[config.mk]
export PLATFORM = sky130hd
export DESIGN_NAME = seq_run_scheduler
export DESIGN_NICKNAME = d
export VERILOG_FILES = /design/src/rtl/seq_sched_pkg.sv /design/src/rtl/seq_run_scheduler_rr_arb2.sv /design/src/rtl/seq_run_scheduler.sv
export SDC_FILE = /design/constraint.sdc
export NUM_CORES = 1
export LEC_CHECK = 0
export ABC_AREA = 1
export CAP_MARGIN = 0
export CORE_ASPECT_RATIO = 0.9
export CORE_UTILIZATION = 48
export DETAILED_ROUTE_END_ITERATION = 12
export HOLD_SLACK_MARGIN = 0.1
export PLACE_DENSITY = 0.73
export SLEW_MARGIN = 5
export SYNTH_ARGS = -nofsm -noshare
export SYNTH_HDL_FRONTEND = slang
export SYNTH_SLANG_ARGS = --single-unit
export TNS_END_PERCENT = 10
[constraint.sdc]
create_clock -name i_clk -period 1.83 [get_ports i_clk]
set_clock_uncertainty 0.15 [all_clocks]
set_input_delay 0.366 -clock i_clk [delete_from_list [all_inputs] [get_ports i_clk]]
set_output_delay 0.366 -clock i_clk [all_outputs]
set_load 0.02 [all_outputs]
[src/rtl/seq_sched_pkg.sv]
// seq_sched_pkg: shared types and sequencer latency constants for seq_run_scheduler
package seq_sched_pkg;
  typedef enum logic [1:0] {S_IDLE, S_RUN, S_LOOP} state_t;
  typedef logic req_id_t;
  localparam int unsigned SEQ_FIRST_LAT = 5;
  localparam int unsigned SEQ_LOOP_LAT  = 5;
endpackage

[src/rtl/seq_run_scheduler_rr_arb2.sv]
// rr_arb2: two-way round-robin arbiter; ports i_clk, i_reset, i_req[1:0], i_upd (served strobe), i_id (served index), o_gnt[1:0] one-hot
module rr_arb2
  import seq_sched_pkg::*;
(
  input  logic       i_clk,
  input  logic       i_reset,
  input  logic [1:0] i_req,
  input  logic       i_upd,
  input  req_id_t    i_id,
  output logic [1:0] o_gnt
);
  req_id_t r_ptr;
  always_ff @(posedge i_clk)
    if (i_reset) r_ptr <= 1'b0;
    else if (i_upd) r_ptr <= ~i_id;
  assign o_gnt = (&i_req) ? (r_ptr ? 2'b10 : 2'b01) : i_req;
endmodule

[src/rtl/seq_run_scheduler.sv]
// seq_run_scheduler: grants the shared five-state sequencer round-robin to two requesters and runs it
// Ports: i_clk, i_reset (sync, active-high); i_req/i_hold[1:0] per requester; i_loops0/1 loop counts;
// o_gnt one-hot grant, o_busy, o_done/o_done_id, o_aborted, o_err pulses; o_seq_* sequencer controls; i_seq_terminal.
// Optional watchdog enabled by defining SEQ_SCHED_TIMEOUT_EN.
module seq_run_scheduler
  import seq_sched_pkg::*;
#(
  parameter int LOOP_W      = 3,
  parameter int TIMEOUT_CYC = 16
) (
  input  logic              i_clk,
  input  logic              i_reset,
  input  logic [1:0]        i_req,
  input  logic [1:0]        i_hold,
  input  logic [LOOP_W-1:0] i_loops0,
  input  logic [LOOP_W-1:0] i_loops1,
  output logic [1:0]        o_gnt,
  output logic              o_busy,
  output logic              o_done,
  output logic              o_done_id,
  output logic              o_aborted,
  output logic              o_err,
  output logic              o_seq_restart,
  output logic              o_seq_pause,
  output logic              o_seq_go_to_third,
  input  logic              i_seq_terminal
);
  state_t            r_state, w_state_n;
  logic [1:0]        r_gnt, w_gnt_n, w_arb_gnt;
  req_id_t           r_id, w_id_n;
  logic [LOOP_W-1:0] r_loops, w_loops_n;
  logic              r_busy, w_busy_n, r_done, w_done_n, r_done_id, w_done_id_n;
  logic              r_aborted, w_aborted_n, r_err, w_err_n;
  logic              r_restart, w_restart_n, r_pause, w_pause_n, r_g3, w_g3_n;
  logic              w_end, w_upd, w_tmo;
  rr_arb2 u_arb (
    .i_clk  (i_clk),
    .i_reset(i_reset),
    .i_req  (i_req),
    .i_upd  (w_upd),
    .i_id   (r_id),
    .o_gnt  (w_arb_gnt)
  );
`ifdef SEQ_SCHED_TIMEOUT_EN
  localparam int CNT_W = $clog2(TIMEOUT_CYC + 1);
  logic [CNT_W-1:0] r_cnt;
  logic             w_to_loop;
  assign w_to_loop = (r_state == S_RUN) && (w_state_n == S_LOOP);
  always_ff @(posedge i_clk)
    if (i_reset || r_state == S_IDLE || w_to_loop) r_cnt <= '0;
    else r_cnt <= r_cnt + 1'b1;
  assign w_tmo = (r_state != S_IDLE) && (r_cnt == CNT_W'(TIMEOUT_CYC - 1));
`else
  assign w_tmo = 1'b0 & (TIMEOUT_CYC == 0);
`endif
  always_comb begin
    w_state_n   = r_state;
    w_gnt_n     = r_gnt;
    w_id_n      = r_id;
    w_loops_n   = r_loops;
    w_busy_n    = r_busy;
    w_done_n    = 1'b0;
    w_done_id_n = r_done_id;
    w_aborted_n = 1'b0;
    w_err_n     = 1'b0;
    w_restart_n = r_restart;
    w_pause_n   = r_pause;
    w_g3_n      = 1'b0;
    w_end       = 1'b0;
    case (r_state)
      S_IDLE: begin
        w_restart_n = 1'b1;
        w_pause_n   = 1'b1;
        if (!i_seq_terminal && |i_req) begin
          w_gnt_n     = w_arb_gnt;
          w_id_n      = w_arb_gnt[1];
          w_loops_n   = w_arb_gnt[1] ? i_loops1 : i_loops0;
          w_busy_n    = 1'b1;
          w_restart_n = 1'b0;
          w_pause_n   = 1'b0;
          w_state_n   = S_RUN;
        end
      end
      S_RUN: begin
        w_restart_n = 1'b0;
        w_pause_n   = i_hold[r_id];
        if (!i_req[r_id] || w_tmo) begin
          w_aborted_n = 1'b1;
          w_err_n     = i_req[r_id];
          w_end       = 1'b1;
        end else if (i_seq_terminal && r_loops != '0) begin
          w_g3_n    = 1'b1;
          w_loops_n = r_loops - 1'b1;
          w_state_n = S_LOOP;
        end else if (i_seq_terminal) begin
          w_done_n    = 1'b1;
          w_done_id_n = r_id;
          w_end       = 1'b1;
        end
      end
      S_LOOP: begin
        w_restart_n = 1'b0;
        w_pause_n   = i_hold[r_id];
        if (!i_req[r_id] || w_tmo) begin
          w_aborted_n = 1'b1;
          w_err_n     = i_req[r_id];
          w_end       = 1'b1;
        end else if (!i_seq_terminal) w_state_n = S_RUN;
      end
      default: w_state_n = S_IDLE;
    endcase
    if (w_end) begin
      w_gnt_n     = 2'b00;
      w_busy_n    = 1'b0;
      w_restart_n = 1'b1;
      w_pause_n   = 1'b1;
      w_state_n   = S_IDLE;
    end
    w_upd = w_end;
  end
  always_ff @(posedge i_clk)
    if (i_reset) begin
      r_state   <= S_IDLE;
      r_gnt     <= 2'b00;
      r_id      <= 1'b0;
      r_loops   <= '0;
      r_busy    <= 1'b0;
      r_done    <= 1'b0;
      r_done_id <= 1'b0;
      r_aborted <= 1'b0;
      r_err     <= 1'b0;
      r_restart <= 1'b1;
      r_pause   <= 1'b1;
      r_g3      <= 1'b0;
    end else begin
      r_state   <= w_state_n;
      r_gnt     <= w_gnt_n;
      r_id      <= w_id_n;
      r_loops   <= w_loops_n;
      r_busy    <= w_busy_n;
      r_done    <= w_done_n;
      r_done_id <= w_done_id_n;
      r_aborted <= w_aborted_n;
      r_err     <= w_err_n;
      r_restart <= w_restart_n;
      r_pause   <= w_pause_n;
      r_g3      <= w_g3_n;
    end
  assign o_gnt             = r_gnt;
  assign o_busy            = r_busy;
  assign o_done            = r_done;
  assign o_done_id         = r_done_id;
  assign o_aborted         = r_aborted;
  assign o_err             = r_err;
  assign o_seq_restart     = r_restart;
  assign o_seq_pause       = r_pause;
  assign o_seq_go_to_third = r_g3;
endmodule

==> results.md <==
- 0 antenna diodes ended up in the layout.
- The number of antenna violations at the first check in global routing came to 0.
- The slowest cell on the critical path is clkdlybuf4s50_1.
- Data on the critical path arrives at its endpoint at between 1 and 1.5 ns.
- The pre-antenna-repair detailed-routing pass consisted of 4 iterations.
- The floorplan die height is 44.8 microns.
- The horizontal die dimension is between 40 and 50 microns.
- Power spread over the standard cell area amounts to between 1000 and 1500 mW/mm^2.
- The worst-case IR drop observed on VDD is ~790 uV.
- The most used standard cell by instance count after synthesis is nand2_1.
- The post-layout instance area is 0.00125 sq mm.
- The sequential cells in the finished layout cover a total of ~320 sq um.
- The antenna violation net count after detailed routing is 0.
- The insertion delay to the later sink of the worst-skew pair is roughly 0.28 ns.
- A synthesized cell averages 6.98 sq um.
- The critical path is of the reg2out type.
- The flow ran to the end, and the final reports show no timing, DRC or antenna violations.
- TritonCTS built the clock tree.
- Setup repair after global routing left no endpoint under its margin.
- The kind of end point of the critical path is an output port.
- By count the netlist is led by nand2_1 (37), nor2_1 (20), dfxtp_1 (16).
- The synthesized design devotes to its leading area cell type ~33% of total area.
- The fill cell total of the finished layout is 188.
- The H-tree depth is 1.
- The via count of the first global-routing pass came to about 800.
- In this design, the stage delay of the slowest critical-path cell is ~0.62 ns.
- Based on the critical path, the design can be clocked at up to between 500 and 600 MHz.
- The top flip-flop cell by instance count after synthesis is dfxtp_1.
- Final hold analysis gives a worst-case slack of between 0.3 and 0.4 ns.
- Entering global routing, the biggest net connects 10 pins.
- The final layout contains about 190 nets.
- Counting both buffers and inverters, the worst setup path holds a total of 1.
- The cell type with the largest total area after synthesis is dfxtp_1.
- The number of setup buffers added after CTS is 0.
- The first global-routing pass estimated approximately 3300 microns of wire.
- The final period demand of the worst path is 1.76 ns.
- Dividing the detail-routed wire length by the instance count gives 10.4 microns.
- The flip-flop and latch count after synthesis is 16.
- The startpoint type of the worst setup path is a register.
- During I/O placement, the number of pins put on the boundary was 23.
- Summing over every cut layer, the via total after detailed routing is roughly 920.
- The number of library cell types mapped by synthesis is 23.
- The sequential cell area fraction in the yosys report is 32.8%.
- The via density per instance is a little under 5.
- The warning count from the yosys run is 0.
- The share of synthesized flip-flops with an asynchronous set or reset is 0%.
- The number of nets in the synthesized netlist is between 150 and 200.
- Buffers inserted to repair hold after CTS numbered 0.
- Walking the worst path, the cells encountered are clkdlybuf4s50_1.
- The floorplan step defined a die boundary enclosing between 0.002 and 0.0025 sq mm.
- The worst hold path belongs to the class reg2reg.
- The violation count after the first detailed-routing iteration is 14.
- The initial utilization of the core area, before any placement, comes to between 50% and 60%.
- The number of max-cap violations is 0.
- The fraction of final layout cells sized beyond drive strength 1 is between 10% and 20%.
- The cell family contributing the most delay on the critical path is buffers and inverters.
- After detailed routing, the total wire length is 1970 microns.
- The required time of the critical path is approximately 1.3 ns.
- The clock passes through at most 2 buffers.
- The count of final setup violators is 0.
- The final global-route overflow total is 0.
- The placed wire-length estimate after detailed placement is around 1600 microns.
- The clock-pin slew reported for the worst setup and hold paths after clock tree synthesis is 0.10 ns.
- Along the worst path, the maximum fanout reaches 2.
- At the end of routability-driven placement, the weighted congestion stood at ~0.90.
- The share of the clock period used by the worst path is a little over nine tenths.
- The post-synthesis instance area is approximately 980 sq um.
- The instance area at placement is between 0.001 and 0.0015 sq mm.
- Clock tree synthesis selected as its root buffer the cell clkbuf_4.
- After clock tree synthesis, the repair step resized 0 gates.
- The number of synthesized flops with an enable pin is 0.
- Summed over all cells, the static leakage comes to 0.000579 uW.
- The total CTS buffers is 3.
- The final count of pins violating max slew is 0.
- The combined area of the multi-input logic cells is ~580 sq um.
- Yosys attributes the largest share of cell area to dfxtp_1 (33%), nand2_1 (14%), ha_1 (7.7%), nor2_1 (7.7%), inv_1 (4.6%).
- The number of hold violations in the final report is 0.
- For this run, design rule violations remaining after detail routing come to 0.
- The number of port buffers is 21.
- The post-synthesis instance total is 140.
- The total number of placement rows is 15.
- The core region area is ~0.0019 sq mm.
- The total routing usage reported by global routing is 19.5%.
- The clock net in this run drives a total of 16 sinks.
- Relative to the synthesized area, the layout overhead comes to 28.4%.
flip-flops by register name (all words and copies together), names as in the netlist:
name	flops
o_done_id	1
o_done	1
r_state	2
u_arb.r_ptr	1
o_seq_restart	1
o_seq_go_to_third	1
r_id	1
r_loops	3
o_busy	1
o_seq_pause	1
o_gnt	2
o_aborted	1
cell usage in the layout (no fill, tap or decap), types with 3 or more instances in the layout:
master,Yosys,layout
nand3_1,7,7
a21oi_1,7,7
dfxtp_1,16,16
clkbuf_4,0,3
nand2_1,37,37
nand2_2,5,5
o21ai_0,4,4
inv_1,12,12
nor2_4,3,3
ha_1,6,6
nand2_4,3,3
inv_2,5,5
nor2_1,20,20
clkdlybuf4s50_1,0,21
power by group:
part | switching, uW | leakage (uW) | internal (uW)
clock network | 112 | 0.0000210 | 121
registers | 49.3 | 0.000131 | 442
logic | 632 | 0.000426 | 407
worst min-delay path, stage by stage, from the launching register on:
cell,delay (ns)
dfxtp_1,0.34
a21oi_1,0.06
nand2_1,0.05
stage by stage:
step | TNS (ns) | utilization (%) | setup slack [ns] | power, uW | instances
finish | 0 | 65.6 | 0.0653 | 1760 | 190
global route | 0 | 65.6 | 0.0212 | 1920 | 190
CTS | 0 | 65.6 | 0.0667 | 1770 | 190
detailed placement | -0.00763 | 63.7 | -0.00763 | 1530 | 186
global placement | 0 | 63.7 | 0.0387 | 1510 | 186
floorplan | 0 | - | 0.384 | 1290 | 140
final timing paths:
path	slack, ns	end	start	cells past startpoint
max	0.07	o_seq_restart	o_seq_restart	1
min	0.32	o_seq_restart	o_seq_restart	2
max reg2reg	0.17	r_loops[1]	r_state[1]	7
min reg2reg	0.32	o_seq_restart	o_seq_restart	2
per-layer routing:
layer / vias up / share of wire (%) / track usage (%)
met5: - / 0 / 0
li1: 484 / - / -
met1: 407 / 49 / 24.7
met2: 28 / 44 / 32.7
met3: 2 / 5.7 / 4.04
met4: 0 / 0.71 / 8.00
cells by family (layout without fill, tap and decap cells):
| kind of cell | Yosys count | count (layout) | share of synthesized area (%) |
|---|---|---|---|
| compound gates | 12 | 12 | 6.40 |
| simple gates | 85 | 85 | 43.8 |
| other cells | 1 | 1 | 0.384 |
| buf+inv | 19 | 44 | 8.07 |
| fa+ha+maj | 6 | 6 | 7.68 |
| xor+xnor | 1 | 1 | 0.896 |
| flops | 16 | 16 | 32.8 |
final cells by class:
type / count / area share [%]
inverter: 17 / 5.08
sequential: 16 / 25.5
timing repair buffer: 23 / 17.9
clock buffer: 4 / 2.89
tap: 25 / 2.49
multi-input combinational: 105 / 46.1
Note: power is estimated with default switching activity, not from simulation.
